File: config.mk
export PLATFORM = sky130hd
export DESIGN_NAME = mem_wb_stage
export DESIGN_NICKNAME = d
export VERILOG_FILES = /design/src/rtl/mem_wb_stage_pkg.sv /design/src/rtl/mem_wb_stage_load_formatter.sv /design/src/rtl/mem_wb_stage.sv
export SDC_FILE = /design/constraint.sdc
export NUM_CORES = 1
export LEC_CHECK = 0
export BUFFER_PORTS_ARGS = -buffer_cell sky130_fd_sc_hd__buf_4
export CAP_MARGIN = 20
export CORE_ASPECT_RATIO = 1.75
export CORE_MARGIN = 2
export CORE_UTILIZATION = 40
export CTS_BUF_LIST = sky130_fd_sc_hd__clkbuf_2 sky130_fd_sc_hd__clkbuf_4 sky130_fd_sc_hd__clkbuf_8
export DETAILED_ROUTE_END_ITERATION = 16
export PLACE_DENSITY = 0.71
export SLEW_MARGIN = 0
export SYNTH_ARGS = -nofsm -noshare
export SYNTH_HDL_FRONTEND = slang
export SYNTH_SLANG_ARGS = --single-unit
File: constraint.sdc
create_clock -name clk -period 3.1 [get_ports clk]
set_input_delay 0.465 -clock clk [delete_from_list [all_inputs] [get_ports clk]]
set_output_delay 0.465 -clock clk [all_outputs]
set_load 0.01 [all_outputs]
File: src/rtl/mem_wb_stage_pkg.sv
// Shared CPU definitions: load-size encodings, GPR index width and the
// sub-word extension helpers used by the load path.
package mem_wb_stage_pkg;

   localparam int WORD_W = 32;
   localparam int GPR_W  = 5;

   localparam logic [1:0] LS_BYTE = 2'b00;
   localparam logic [1:0] LS_HALF = 2'b01;
   localparam logic [1:0] LS_WORD = 2'b10;

   function automatic logic [WORD_W-1:0] extend8(input logic [7:0] b, input logic is_unsigned);
      return {{(WORD_W-8){b[7] & ~is_unsigned}}, b};
   endfunction

   function automatic logic [WORD_W-1:0] extend16(input logic [15:0] h, input logic is_unsigned);
      return {{(WORD_W-16){h[15] & ~is_unsigned}}, h};
   endfunction

endpackage

File: src/rtl/mem_wb_stage_load_formatter.sv
// Big-endian lane extraction and sign/zero extension of load data, plus the
// alignment check for the requested access size.
module mem_wb_stage_load_formatter
   import mem_wb_stage_pkg::*;
(
   input  logic [WORD_W-1:0] rdata,
   input  logic [1:0]        addr,
   input  logic [1:0]        size,
   input  logic              load_unsigned,
   output logic [WORD_W-1:0] data,
   output logic              misaligned
);

   logic [7:0]  byte_lane;
   logic [15:0] half_lane;

   always_comb begin
      // Byte address 0 is the most significant lane of the word.
      case (addr)
         2'd0:    byte_lane = rdata[31:24];
         2'd1:    byte_lane = rdata[23:16];
         2'd2:    byte_lane = rdata[15:8];
         default: byte_lane = rdata[7:0];
      endcase
      half_lane = addr[1] ? rdata[15:0] : rdata[31:16];
   end

   always_comb begin
      data       = rdata;
      misaligned = 1'b0;
      case (size)
         LS_BYTE: data = extend8(byte_lane, load_unsigned);
         LS_HALF: begin
            data       = extend16(half_lane, load_unsigned);
            misaligned = addr[0];
         end
         // Reserved encoding behaves as a word access.
         default: misaligned = (addr != 2'b00);
      endcase
   end

endmodule

File: src/rtl/mem_wb_stage.sv
// MEM/WB pipeline register: captures the MEM result, drives the register-file
// write port one cycle later, counts retirements and records the first misaligned load.
module mem_wb_stage
   import mem_wb_stage_pkg::*;
#(
   parameter int DATA_W = 32,
   parameter int CNT_W  = 32
) (
   input  logic              clk,
   input  logic              reset,
   input  logic              flush,
   input  logic              in_valid,
   input  logic              in_reg_write,
   input  logic              in_mem_to_reg,
   input  logic [1:0]        in_load_size,
   input  logic              in_load_unsigned,
   input  logic [DATA_W-1:0] in_alu_result,
   input  logic [DATA_W-1:0] in_mem_rdata,
   input  logic [GPR_W-1:0]  in_write_register,
   output logic [GPR_W-1:0]  write_register,
   output logic [DATA_W-1:0] write_data,
   output logic              write_enable,
   output logic              wb_valid,
   output logic [CNT_W-1:0]  retired_count,
   output logic              misaligned_fault,
   output logic [DATA_W-1:0] fault_addr
);

   logic [DATA_W-1:0] fmt_data;
   logic              fmt_misaligned;
   logic              misaligned_next;
   logic              write_enable_next;
   logic [DATA_W-1:0] write_data_next;

   logic [GPR_W-1:0]  write_register_reg;
   logic [DATA_W-1:0] write_data_reg;
   logic              write_enable_reg;
   logic              wb_valid_reg;
   logic [CNT_W-1:0]  retired_count_reg;
   logic              misaligned_fault_reg;
   logic [DATA_W-1:0] fault_addr_reg;

   mem_wb_stage_load_formatter u_load_formatter (
      .rdata         (in_mem_rdata),
      .addr          (in_alu_result[1:0]),
      .size          (in_load_size),
      .load_unsigned (in_load_unsigned),
      .data          (fmt_data),
      .misaligned    (fmt_misaligned)
   );

   // Only a real load can fault; ALU ops ignore the load fields entirely.
   assign misaligned_next   = in_valid & in_mem_to_reg & fmt_misaligned;
   assign write_enable_next = in_valid & in_reg_write & (in_write_register != '0) & ~misaligned_next;
   assign write_data_next   = in_mem_to_reg ? fmt_data : in_alu_result;

   always_ff @(posedge clk) begin
      if (reset) begin
         write_register_reg   <= '0;
         write_data_reg       <= '0;
         write_enable_reg     <= 1'b0;
         wb_valid_reg         <= 1'b0;
         retired_count_reg    <= '0;
         misaligned_fault_reg <= 1'b0;
         fault_addr_reg       <= '0;
      end else begin
         // Retirement is counted for the instruction currently in WB.
         retired_count_reg <= retired_count_reg + {{(CNT_W-1){1'b0}}, wb_valid_reg};
         if (flush) begin
            write_register_reg <= '0;
            write_data_reg     <= '0;
            write_enable_reg   <= 1'b0;
            wb_valid_reg       <= 1'b0;
         end else begin
            write_register_reg <= in_write_register;
            write_data_reg     <= write_data_next;
            write_enable_reg   <= write_enable_next;
            wb_valid_reg       <= in_valid;
            if (misaligned_next && !misaligned_fault_reg) begin
               misaligned_fault_reg <= 1'b1;
               fault_addr_reg       <= in_alu_result;
            end
         end
      end
   end

   assign write_register   = write_register_reg;
   assign write_data       = write_data_reg;
   assign write_enable     = write_enable_reg;
   assign wb_valid         = wb_valid_reg;
   assign retired_count    = retired_count_reg;
   assign misaligned_fault = misaligned_fault_reg;
   assign fault_addr       = fault_addr_reg;

endmodule
==> key figures, run 1 <==
STA
  • Rel. slew slack: approximately half
  • Fmax: 452 MHz
  • Setup violators final: 0
  • Fin crit share: a little under three quarters
  • Fin crit period: between 2 and 2.5 ns
  • RSZ-0062 raised after global routing: no
  • Final TNS setup: 0 ns
  • Final count of hold timing violations: 0
  • Fin Hold WS: around 0.29 ns
  • Worst slew pin tran: approximately 0.73 ns
  • Worst Skew: 0.0143 ns
  • Slew Limit Fails: 0

Power
  • Switching Share: around 26%
  • Pwr Total: 2.69 mW
  • Sequential Power Share: about half
  • Switching power: ~700 uW
  • Worst VDD drop: about 0.28 mV
  • Internal Power: 2.00 mW
  • Pwr/cell area: about 440 nW/um^2
  • Combinational share of power: approximately 13%
  • Clock network power share: a little over a third
  • Leak pwr: roughly 2.6 nW

Yosys
  • Post-Syn Area per Cell: between 8 and 9 um^2
  • Cells after synthesis: between 500 and 600
  • Seq/Total Area, Yosys: 46.2%
  • Post-synth EDFFs: 0
  • Post-synth cell types: 52
  • Syn_nets: between 600 and 700
  • Post-Synthesis Cell Area: 4500 um^2
  • Top FF cell, synth: dfxtp_1
  • Ys async rst share: 0%
  • Synth top area cells: dfxtp_1 (46%), a21oi_1 (9.0%), nand2_1 (8.2%)
  • Yosys top cell by area: dfxtp_1
  • Post-synthesis register bit count: between 100 and 150
  • Top cell type's share of synthesized area: 46.2%
  • Synth warn: 0

Setup path
  • R2R Setup Slk: 0.89 ns
  • Worst R2R Path Depth: 6
  • Critical path required time: roughly 3.4 ns
  • Critical Path Start Type: flip-flop
  • CP Data Arrival Time: 2.52 ns
  • Crit Path Class: flip-flop to flip-flop
  • Worst R2R Start: retired_count[0]
  • Crit. Startpoint: retired_count[0]
  • RR Endpoint: retired_count[18]
  • Crit path max fanout: 4
  • CP Capture Type: flip-flop
  • Critical path capture point: retired_count[18]

Clocking
  • Post-CTS resize count: 0
  • Skew-Pair Late Insertion Delay: between 0.3 and 0.4 ns
  • CTS tree: done
  • H-tree lvl count: 3
  • Clock Root Buffer: clkbuf_8
  • Post CTS Setup Buffer Count: 0
  • CTS clk-pin slew, worst paths: about 0.1 ns
  • Clock buffer depth: 2
  • Clock sinks: between 100 and 150
  • TritonCTS buffer count: 9
  • Cts hold-fix bufs: 0

Route
  • Final ANT Viol Nets: 0
  • DR iter-0 viols: ~170
  • DR vias: about 4700
  • DR WL/cell: between 15 and 20 um
  • WL met2: ~7700 um
  • Met3 WL: 1010 um
  • DRC: 0
  • Vias per cell: roughly 5.6
  • TritonRoute pass-1 iters: 5
  • M1 WL: 5120 um
  • WL final: between 10000 and 15000 um
  • Highest metal used: met4

Global routing
  • Total GRT Usage: 23.3%
  • First-pass GRT wire length: around 22000 um
  • Antenna violations before repair: 0
  • Largest net degree at the start of global routing: 70
  • Vias in the first global route: 4540
  • Grt ovf: 0

Floorplan
  • Initial core utilization: about two fifths
  • # rows: between 50 and 60
  • Core area: between 10000 and 15000 um^2
  • Die height: ~140 um
  • IO Pins: between 150 and 200
  • Die X: between 80 and 90 um
  • Die Area: 12200 um^2

Placement
  • HPWL after DPL: about 11000 um
  • Placed insts: roughly 830
  • GP Congestion: ~0.87
  • IO buf count: 181

Cells and area
  • Layout cells sized above 1: between 30% and 40%
  • Antenna cells: 0
  • Nets: about 790
  • Fin cells: around 840
  • Layout area overhead: 36.8%

Worst hold path
  • Hold Path Class: input pin to flip-flop

Run status
  • Status: finished clean

Job
  • Max_cap viols: 0
## how the worst min path moves through the flow
stage	startpoint	to	slack, ns	depth (start not counted)
floorplan	fault_addr[0]	fault_addr[0]	0.48	2
CTS	in_write_register[3]	write_register[3]	0.28	2
finish	in_write_register[3]	write_register[3]	0.29	2
global route	in_write_register[3]	write_register[3]	0.28	2
detailed placement	fault_addr[13]	fault_addr[13]	0.45	2
global placement	fault_addr[1]	fault_addr[1]	0.44	2
## cells by family (layout without fill, tap and decap cells)
group           after synthesis  count (layout)  synth area share (%)
compound gates              175             175                  22.9
xor+xnor                     11              11                  2.14
fa+ha+maj                     2               2                 0.555
buf+inv                      44             208                  3.89
flops                       104             104                  46.2
mux                           6               6                  1.44
simple gates                205             205                  22.8
## placed cells by master, fill, tap and decap left out, types with 3 or more instances in the layout
cell | Yosys | layout
a21oi_1 | 81 | 81
a22o_1 | 8 | 8
a22oi_1 | 8 | 8
a31oi_1 | 6 | 6
and2_1 | 6 | 6
and3_1 | 8 | 8
buf_4 | 0 | 185
clkbuf_8 | 0 | 9
dfxtp_1 | 104 | 104
inv_1 | 6 | 6
inv_6 | 0 | 3
mux2_2 | 4 | 4
nand2_1 | 98 | 98
nand2b_1 | 3 | 3
nand3_1 | 9 | 9
nand4_1 | 9 | 9
nor2_1 | 22 | 21
nor2b_1 | 5 | 5
nor3_1 | 5 | 5
nor4_1 | 3 | 3
o21ai_0 | 41 | 41
o21bai_1 | 6 | 6
o31ai_1 | 12 | 12
or2_2 | 3 | 3
or3_1 | 5 | 5
or3b_2 | 7 | 7
or4_1 | 13 | 13
xnor2_1 | 8 | 8
xor2_1 | 3 | 3
## critical path, cell delays in order (launching register included)
cell	delay (ns)
dfxtp_1	0.35
ha_1	0.21
ha_1	0.21
nand4_1	0.15
nor3_1	0.44
or4b_2	0.63
a21oi_1	0.16
## layout make-up
| cell class | instances | area (um^2) |
|---|---|---|
| clock inverter | 7 | 100 |
| timing repair buffer | 186 | 1400 |
| clock buffer | 9 | 124 |
| tap | 132 | 165 |
| inverter | 6 | 22.5 |
| sequential | 104 | 2080 |
| fill | 1024 | 4880 |
| multi-input combinational | 399 | 2260 |
## routing by layer
metal  vias up  track usage (%)
li1       2265                -
met1      2156             24.1
met4         0             13.8
met3        45             5.82
met5         -                0
met2       216             42.1
## metrics by stage
| stage | util [%] | instance area (um^2) | setup slack (ns) |
|---|---|---|---|
| after global routing | 55.8 | 6160 | 0.698 |
| after global placement | 53.6 | 5910 | 0.646 |
| after CTS | 55.6 | 6140 | 0.840 |
| after floorplan | - | 4500 | 1.06 |
| final | 55.8 | 6160 | 0.888 |
| after detailed placement | 53.6 | 5910 | 0.555 |
## synthesized netlist by cell type, drive strengths merged (2+ instances only)
cell,instances
inv,6
a22oi,8
nand3,9
nor2,22
nor2b,5
dfxtp,104
and4,3
o211ai,2
or3b,7
nor3,5
nand2b,3
mux2i,2
or2,3
a21oi,81
buf,6
o21bai,6
and2,6
xnor2,8
and3,9
xor2,3
mux2,4
or4,15
clkbuf,32
nand4,10
ha,2
o21ai,41
nor4,3
a22o,8
a31oi,6
nand2,98
or3,5
o31ai,12
## power by group through the flow
stage / registers, mW / clock network (mW) / logic (mW)
global route: 1.39 / 1.03 / 0.373
global placement: 1.42 / 0 / 0.335
floorplan: 1.43 / 0 / 0.134
detailed placement: 1.42 / 0 / 0.339
finish: 1.39 / 0.964 / 0.343
CTS: 1.39 / 0.982 / 0.341
No activity file was read; power rests on OpenSTA's default activity.
==> inputs of run 2 (changes only) <==
==> constraint.sdc (replaced) <==
create_clock -name clk -period 2.1 [get_ports clk]
set_input_delay 0.315 -clock clk [delete_from_list [all_inputs] [get_ports clk]]
set_output_delay 0.315 -clock clk [all_outputs]
set_load 0.01 [all_outputs]
==> run 2 against run 1 <==
Global-route usage up 0.77 points. Highest routed layer unchanged. Combinational power up 52%. Largest power group unchanged. Non-clock buffer count rose by 17. Setup slack lost 0.79 ns. Total power grew 46%.
==> key figures, run 2 (same netlist as run 1, synthesis figures left out) <==
STA
  • Rel. slew slack: 66.6% (+16 points)
  • RSZ-0062 raised after global routing: no
  • Fmax: 500 MHz (+11%)
  • Final worst setup slack: 0.0982 ns (-0.790 ns)
  • Fin crit period: 2.00 ns (-0.210 ns)
  • Fin crit share: 95.3% (+24 points)
  • Worst slew pin tran: 0.496 ns (-0.238 ns)
  • Worst Skew: 0.00887 ns (-0.00543 ns)
  • Final count of hold timing violations: 0 (unchanged)
  • Slew Limit Fails: 0 (unchanged)
  • Final TNS setup: 0 ns (unchanged)
  • Setup violators final: 0 (unchanged)

Setup path
  • CP Capture Type: flip-flop
  • Worst R2R Path Depth: 4 (-2)
  • Crit Path Class: flip-flop to flip-flop
  • Critical Path Start Type: flip-flop
  • R2R Setup Slk: 0.1 ns (-0.79 ns)
  • Critical path capture point: retired_count[29]
  • CP Data Arrival Time: 2.29 ns (-0.23 ns)
  • RR Endpoint: retired_count[29]
  • Crit. Startpoint: retired_count[19]
  • Crit path max fanout: 8 (+4)
  • Critical path required time: 2.39 ns (-1.02 ns)
  • Worst R2R Start: retired_count[19]

Route
  • DRC: 0 (unchanged)
  • DR vias: 4723 (+0.88%)
  • DR WL/cell: 17.2 um (+0.41%)
  • Vias per cell: 5.50 (-1.0%)
  • Final ANT Viol Nets: 0 (unchanged)
  • TritonRoute pass-1 iters: 4 (-1)
  • DR iter-0 viols: 164 (-4.7%)
  • WL final: 14800 um (+2.3%)

Power
  • Switching Share: 24.5% (-1.3 points)
  • Internal Power: 2.97 mW (+49%)
  • Worst VDD drop: 0.612 mV (+120%)
  • Leak pwr: 2.63 nW (+3.1%)
  • Switching power: 965 uW (+39%)
  • Sequential Power Share: 51.9% (+0.4 points)
  • Pwr/cell area: 625 nW/um^2 (+43%)
  • Combinational share of power: 13.3% (+0.6 points)
  • Clock network power share: 34.8% (-1.0 points)

Cells and area
  • Layout cells sized above 1: 33.3% (+1.6 points)
  • Antenna cells: 0 (unchanged)
  • Fin area: 6290 um^2 (+2.2%)
  • Commonest non-fill, non-tap cells in the layout: buf_4 (202), dfxtp_1 (104), nand2_1 (98)
  • Layout area overhead: 39.8%
  • Commonest non-fill, non-tap cell in the layout: buf_4
  • Nets: 803 (+2.2%)

Clocking
  • Clock sinks: 104 (unchanged)
  • H-tree lvl count: 3 (unchanged)
  • CTS clk-pin slew, worst paths: 0.09 ns (about the same)
  • Post CTS Setup Buffer Count: 0 (unchanged)
  • Clock Root Buffer: clkbuf_8
  • TritonCTS buffer count: 9 (unchanged)
  • Skew-Pair Late Insertion Delay: 0.36 ns (about the same)
  • CTS tree: done
  • Clock buffer depth: 2 (unchanged)

Placement
  • Worst slack, placed: 0.0786 ns (-0.477 ns)
  • IO buf count: 181 (unchanged)
  • GP Congestion: 0.885 (+2.1%)
  • HPWL after DPL: 11400 um (+5.4%)
  • Placed Area: 6070 um^2 (+2.6%)

Floorplan
  • Die X: 84.2 um (unchanged)
  • Initial core utilization: 40.8% (unchanged)
  • Die height: 144 um (unchanged)
  • Die Area: 12200 um^2 (unchanged)
  • # rows: 51 (unchanged)
  • Core area: 11000 um^2 (unchanged)
  • IO Pins: 182 (unchanged)

Global routing
  • Total GRT Usage: 24.1% (+0.77 points)
  • First-pass GRT wire length: 23200 um (+4.5%)
  • Antenna violations before repair: 0 (unchanged)
  • Vias in the first global route: 4735 (+4.3%)
  • Largest net degree at the start of global routing: 40 (-43%)
  • Grt ovf: 0 (unchanged)

Run status
  • Status: finished clean

Job
  • Max_cap viols: 0 (unchanged)

Worst hold path
  • Hold Path Class: input pin to flip-flop
  • Hold Crit Start: in_write_register[3]
-- run 2: cell count changes in the layout (fill, tap and decap cells not counted), sizes merged --
cell / change
inv: -3
buf: +17
clkinvlp: +1
clkbuf: +1
-- run 2: repair_timing --
action	CTS	global route
hold buffers	0	0
setup endpoints to repair	0	9
gates resized for setup	0	2
-- run 2: per-stage QoR --
| stage | hold slack [ns] | power, mW | instances | utilization [%] |
|---|---|---|---|---|
| final | 0.173 | 3.94 | 859 | 57.0 |
| after global routing | 0.168 | 4.10 | 859 | 57.0 |
| after floorplan | 0.437 | 2.31 | 547 | - |
| after CTS | 0.146 | 3.98 | 859 | 57.0 |
| after global placement | 0.444 | 2.60 | 844 | 55.0 |
| after detailed placement | 0.450 | 2.61 | 844 | 55.0 |
-- run 2: critical path, stage by stage (launching register included) --
cell and delay (ns):
dfxtp_1 0.46, nand4_1 0.21, or4_2 0.72, or4_1 0.41
a21oi_1 0.14
-- run 2: final cells by class --
type                            instances  area [um^2]
Inverter                                6         22.5
Clock buffer                           10          138
Fill cell                            1063         4740
Sequential cell                       104         2080
Clock inverter                          5         81.3
Multi-Input combinational cell        399         2270
Tap cell                              132          165
Timing Repair Buffer                  203         1540
-- run 2: how the worst min path moves through the flow --
stage	end	cells past startpoint
floorplan	write_register[0]	1
global placement	fault_addr[17]	2
detailed placement	fault_addr[0]	2
CTS	write_register[3]	2
global route	write_register[0]	2
finish	write_register[3]	2
-- run 2: power by group through the flow --
stage	Clock, mW	Sequential, mW	Combinational, mW
after CTS	1.42	2.05	0.523
after floorplan	0	2.12	0.198
after global placement	0	2.09	0.515
after global routing	1.48	2.05	0.569
final	1.37	2.04	0.522
after detailed placement	0	2.09	0.521
-- run 2: metal layers --
layer | up-vias | track usage [%] | part of all wire (%)
met5 | - | 0 | 0
met4 | 0 | 11.8 | 3.6
met3 | 33 | 5.19 | 6.6
met2 | 180 | 45.4 | 55
met1 | 2208 | 24.8 | 35
li1 | 2302 | - | -
